File: src/rtl/model_seq_ctrl.sv
// -----------------------------------------------------------------------------
// model_seq_ctrl
//
// Top-level sequencer for the LM accelerator. It walks a runtime-configurable
// number of transformer layers. Each layer is a chain of NUM_STAGE sub-stages,
// issued in order 0..NUM_STAGE-1. After the last layer the sequencer launches
// the output stage. It also provides abort, a per-stage watchdog, and status
// outputs for the host/debug path.
//
// Handshake semantics (all stage/output interfaces):
//   The sequencer issues a one-cycle start pulse. It then waits any number of
//   cycles for the matching one-cycle done pulse. A done that is sampled at
//   edge j produces the next start pulse in cycle j+1, so there is no bubble.
//   A done bit that does not belong to the awaited stage is ignored.
//
// Ports:
//   clk            rising-edge clock
//   reset          asynchronous, active-high; clears all state and outputs
//   start          run request; sampled only while idle
//   num_layer_cfg  layer count; clamped to MAX_LAYER and latched on start
//   stage_done     per-stage done pulses from the datapath
//   out_done       output stage complete
//   abort          synchronous cancel request (ignored while idle)
//   stage_start    one-hot, one-cycle start pulse to the current stage
//   out_start      one-cycle pulse launching the output stage
//   done           one-cycle completion pulse
//   aborted        one-cycle pulse confirming an abort
//   busy           high in every state except idle
//   layer_idx      current layer (0-based)
//   stage_idx      current stage
//   timeout_err    sticky watchdog flag; cleared by reset or an accepted start
// -----------------------------------------------------------------------------
module model_seq_ctrl #(
   parameter int  MAX_LAYER   = 12,
   parameter int  NUM_STAGE   = 5,
   parameter int  TIMEOUT_CYC = 0,
   localparam int LW = $clog2(MAX_LAYER + 1),
   localparam int SW = (NUM_STAGE > 1) ? $clog2(NUM_STAGE) : 1,
   localparam int TW = (TIMEOUT_CYC > 0) ? $clog2(TIMEOUT_CYC + 1) : 1
) (
   input  logic                 clk,
   input  logic                 reset,
   input  logic                 start,
   input  logic [LW-1:0]        num_layer_cfg,
   input  logic [NUM_STAGE-1:0] stage_done,
   input  logic                 out_done,
   input  logic                 abort,
   output logic [NUM_STAGE-1:0] stage_start,
   output logic                 out_start,
   output logic                 done,
   output logic                 aborted,
   output logic                 busy,
   output logic [LW-1:0]        layer_idx,
   output logic [SW-1:0]        stage_idx,
   output logic                 timeout_err
);

   typedef enum logic [1:0] {
      IDLE = 2'd0,
      RUN  = 2'd1,
      OUT  = 2'd2
   } state_t;

   localparam logic [LW-1:0]        MAX_L    = LW'(MAX_LAYER);
   localparam logic [SW-1:0]        LAST_S   = SW'(NUM_STAGE - 1);
   localparam logic [TW-1:0]        WD_LAST  = (TIMEOUT_CYC > 0) ? TW'(TIMEOUT_CYC - 1) : '0;
   localparam logic [NUM_STAGE-1:0] SS_FIRST = NUM_STAGE'(1);
   localparam bit                   WD_EN    = (TIMEOUT_CYC > 0);

   state_t        state;
   logic [LW-1:0] n_lat;        // latched, clamped layer count
   logic [LW-1:0] cfg_clamped;
   logic [TW-1:0] wd_cnt;       // cycles spent waiting since the last start pulse
   logic          wd_expire;

   // The counter is cleared on the edge that issues a start pulse. Expiry
   // fires on the edge where the count would reach TIMEOUT_CYC. That puts
   // timeout_err high exactly TIMEOUT_CYC cycles after the start-pulse cycle.
   always_comb begin
      cfg_clamped = (num_layer_cfg > MAX_L) ? MAX_L : num_layer_cfg;
      wd_expire   = WD_EN && (wd_cnt == WD_LAST);
   end

   always_ff @(posedge clk or posedge reset) begin
      if (reset) begin
         state       <= IDLE;
         n_lat       <= '0;
         wd_cnt      <= '0;
         stage_start <= '0;
         out_start   <= 1'b0;
         done        <= 1'b0;
         aborted     <= 1'b0;
         busy        <= 1'b0;
         layer_idx   <= '0;
         stage_idx   <= '0;
         timeout_err <= 1'b0;
      end else begin
         stage_start <= '0;
         out_start   <= 1'b0;
         done        <= 1'b0;
         aborted     <= 1'b0;

         case (state)
            IDLE: begin
               if (start) begin
                  n_lat       <= cfg_clamped;
                  layer_idx   <= '0;
                  stage_idx   <= '0;
                  timeout_err <= 1'b0;
                  wd_cnt      <= '0;
                  busy        <= 1'b1;
                  if (cfg_clamped != '0) begin
                     state       <= RUN;
                     stage_start <= SS_FIRST;
                  end else begin
                     state     <= OUT;
                     out_start <= 1'b1;
                  end
               end
            end

            RUN: begin
               // Abort outranks a simultaneous done: no further pulse is issued.
               if (abort) begin
                  state   <= IDLE;
                  busy    <= 1'b0;
                  aborted <= 1'b1;
               end else if (stage_done[stage_idx]) begin
                  wd_cnt <= '0;
                  if (stage_idx != LAST_S) begin
                     stage_idx   <= stage_idx + SW'(1);
                     stage_start <= SS_FIRST << (stage_idx + SW'(1));
                  end else if (layer_idx != n_lat - LW'(1)) begin
                     layer_idx   <= layer_idx + LW'(1);
                     stage_idx   <= '0;
                     stage_start <= SS_FIRST;
                  end else begin
                     // Indices keep their final values for status readback.
                     state     <= OUT;
                     out_start <= 1'b1;
                  end
               end else if (wd_expire) begin
                  state       <= IDLE;
                  busy        <= 1'b0;
                  timeout_err <= 1'b1;
               end else if (WD_EN) begin
                  wd_cnt <= wd_cnt + TW'(1);
               end
            end

            OUT: begin
               if (abort) begin
                  state   <= IDLE;
                  busy    <= 1'b0;
                  aborted <= 1'b1;
               end else if (out_done) begin
                  state <= IDLE;
                  busy  <= 1'b0;
                  done  <= 1'b1;
               end else if (wd_expire) begin
                  state       <= IDLE;
                  busy        <= 1'b0;
                  timeout_err <= 1'b1;
               end else if (WD_EN) begin
                  wd_cnt <= wd_cnt + TW'(1);
               end
            end

            default: begin
               state <= IDLE;
               busy  <= 1'b0;
            end
         endcase
      end
   end

endmodule

File: config.mk
export PLATFORM = sky130hd
export DESIGN_NAME = model_seq_ctrl
export DESIGN_NICKNAME = d
export VERILOG_FILES = /design/src/rtl/model_seq_ctrl.sv
export SDC_FILE = /design/constraint.sdc
export NUM_CORES = 1
export LEC_CHECK = 0
export BUFFER_PORTS_ARGS = -buffer_cell sky130_fd_sc_hd__buf_2
export CAP_MARGIN = 5
export CORE_ASPECT_RATIO = 1.25
export CORE_MARGIN = 5
export CORE_UTILIZATION = 57
export DETAILED_ROUTE_END_ITERATION = 8
export PLACE_DENSITY = 0.83
export RECOVER_POWER = 25
export SYNTH_ARGS = -nofsm -noshare
export SYNTH_HDL_FRONTEND = slang
export SYNTH_SLANG_ARGS = --single-unit
File: constraint.sdc
create_clock -name clk -period 3 [get_ports clk]
set_input_delay 0.6 -clock clk [delete_from_list [all_inputs] [get_ports clk]]
set_output_delay 0.6 -clock clk [all_outputs]
set_load 0.02 [all_outputs]
==> results_dict.tcl <==
set metrics [dict create \
    r2r_start "state[0]" \
    cp_max_fo 9 \
    drt-total-wl_mm 3.14 \
    crit_path_start_kind "flip-flop" \
    clock_path_buffers 2 \
    synth-seq-cells 22 \
    path_clk_slew_ps 120 \
    period_share_pct 73.8 \
    die_x_um 54.0 \
    viasPerCell 5.75 \
    worstHoldPathType "input pin to asynchronous set/reset pin" \
    die_h_um 65.0 \
    drt-wirelength-per-cell_um 15.4 \
    ioPinCount 31 \
    areaGrowthSynthToFinish_pct 15.7 \
    synth_area_um2 1380 \
    final_cell_area_um2 1600 \
    postSynth.asyncResetShare_pct 100 \
    critPathCapture "stage_idx[1]" \
    rsz0062_at_grt "no" \
    ant_nets 0 \
    report.final.slew_viol_count 0 \
    cts_tree "done" \
    worst_pin_slew_ps 820 \
    nNetsFinal 196 \
    htreeDepth 1 \
    cts_root_buf "clkbuf_4" \
    dpl.hpwl_mm 2.39 \
    path_class "flip-flop to flip-flop" \
    dieArea_um2 3510 \
    grtUsageTotal_pct 21.3 \
    tns_ps 0 \
    drv_cap 0 \
    yosysSeqAreaShare_pct 39.9 \
    cts_repair_resize_count 0 \
    detail_route.iter0.violations 40 \
    max-slew-margin-rel_pct 45.2 \
    cts_sinks 22 \
    num_rows 20 \
    drtPass1Iterations 4 \
    fin_crit_ps 2210 \
    drive_above_1_share_pct 22.8 \
    place_area_um2 1550 \
    required_ps 3220 \
    grt_pass1_vias 1239 \
    drc 0 \
    skew_ps 0.770 \
    final_common_cell "buf_2" \
    reg2reg_to "stage_idx[1]" \
    leakage_nw 0.817 \
    gp_congestion 0.847 \
    avgSynthCellArea_um2 9.80 \
    endpoint_kind "flip-flop" \
    grt_max_degree 23 \
    outcome "completed" \
    synth_ff_type "dfrtp_1" \
    start_util_pct 58.1 \
    grt_overflow 0 \
    num_vias 1172 \
    synth_edf_count 0 \
    ff2ff_setup_slack_ps 790 \
    grt_pass1_wl_mm 5.53 \
    cts_hold_buf 0 \
    clk_latency_ps 310 \
    setup.worst_path.start "state[0]" \
    clock.fmax_ghz 0.452 \
    power_density_nw_per_um2 755 \
    synth.distinct_cells 44 \
    n_antenna_cell 0 \
    postCtsSetupBuffers 0 \
    ir_worst_vdd_v 0.000513 \
    cts_buffers 3 \
    antenna_found_initial 0 \
    final_cell_mix "buf_2, dfrtp_1, inv_1, a21oi_1" \
    finalSetupViolCount 0 \
    yosysWarnings 0 \
    port_buffers 29 \
    crit_arrival_ps 2430 \
    synth_nets 165 \
    syn_inst 141 \
    rr_worst_depth 6 \
    coreArea_um2 2380 \
    hold_viol_final 0 \
]
==> kinds of logic (layout without fill, tap and decap cells) <==
group	after synthesis	after routing	share of synthesized area (%)
compound gates	36	36	19.5
xor+xnor	5	5	4.17
fa+ha+maj	10	10	9.06
buf+inv	15	45	4.89
flops	22	22	39.9
mux	6	6	4.62
other cells	1	1	0.271
simple gates	46	46	17.7
==> critical path, stage by stage, from the launching register on <==
cell,delay [ps]
dfrtp_1,410
inv_1,80
ha_1,260
nand2_1,250
a21boi_0,640
a21oi_1,170
o31ai_1,310
==> synth_stat cells, drive strengths merged, types with 3 or more instances <==
cell / instances / area share (%)
dfrtp: 22 / 40
a21oi: 12 / 4.3
inv: 12 / 3.3
ha: 10 / 9.1
nand2: 10 / 2.7
nor2: 6 / 1.6
nand3: 5 / 1.8
nor3: 5 / 1.8
and3: 4 / 1.8
nand2b: 4 / 1.8
a32o: 3 / 2.2
mux2: 3 / 2.4
mux2i: 3 / 2.2
o21ai: 3 / 1.1
==> per-layer routing <==
metal | track usage [%] | part of all wire, % | up-vias
met5 | 0 | 0 | -
met4 | 10.3 | 2.3 | 0
li1 | - | - | 567
met1 | 24.1 | 37 | 577
met2 | 38.3 | 57 | 22
met3 | 2.07 | 3.2 | 6
==> where the power goes <==
| group | leakage [nW] | switching, mW | internal, mW |
|---|---|---|---|
| Combinational | 0.496 | 0.313 | 0.238 |
| Sequential | 0.293 | 0.0624 | 0.363 |
| Clock | 0.0279 | 0.0945 | 0.135 |
| Total | 0.817 | 0.470 | 0.736 |
==> how the worst min path moves through the flow <==
| stage | cells past startpoint | slack, ps | end | startpoint |
|---|---|---|---|---|
| detailed placement | 2 | 530 | busy | busy |
| finish | 2 | 420 | layer_idx[0] | reset |
| floorplan | 1 | 500 | n_lat[1] | n_lat[1] |
| global placement | 1 | 510 | n_lat[3] | n_lat[3] |
| CTS | 2 | 450 | stage_start[2] | reset |
| global route | 2 | 490 | stage_start[1] | reset |
==> sequential cells by signal (all words and copies together) (netlist names) <==
name	cells
busy	1
out_start	1
state	2
stage_idx	3
aborted	1
stage_start	5
layer_idx	4
done	1
n_lat	4
==> cell type report <==
cell class                 count  area [µm²]
sequential                    22         551
tap                           33        41.3
inverter                      12        45.0
clock inverter                 1        30.0
clock buffer                   3        22.5
timing repair buffer          29         145
fill                         184         779
multi-input combinational    104         763
==> through the flow <==
stage / util, % / worst slack (ps) / power [mW] / hold slack [ps] / instances
3_5_place_dp: 65.0 / 838 / 0.982 / 532 / 200
3_3_place_gp: 65.0 / 881 / 0.953 / 514 / 200
4_1_cts: 67.2 / 844 / 1.21 / 449 / 204
2_1_floorplan: - / 1030 / 0.844 / 497 / 141
5_1_grt: 67.2 / 507 / 1.30 / 493 / 204
6_report: 67.2 / 786 / 1.21 / 421 / 204
Power figures use the tool's default switching activity.
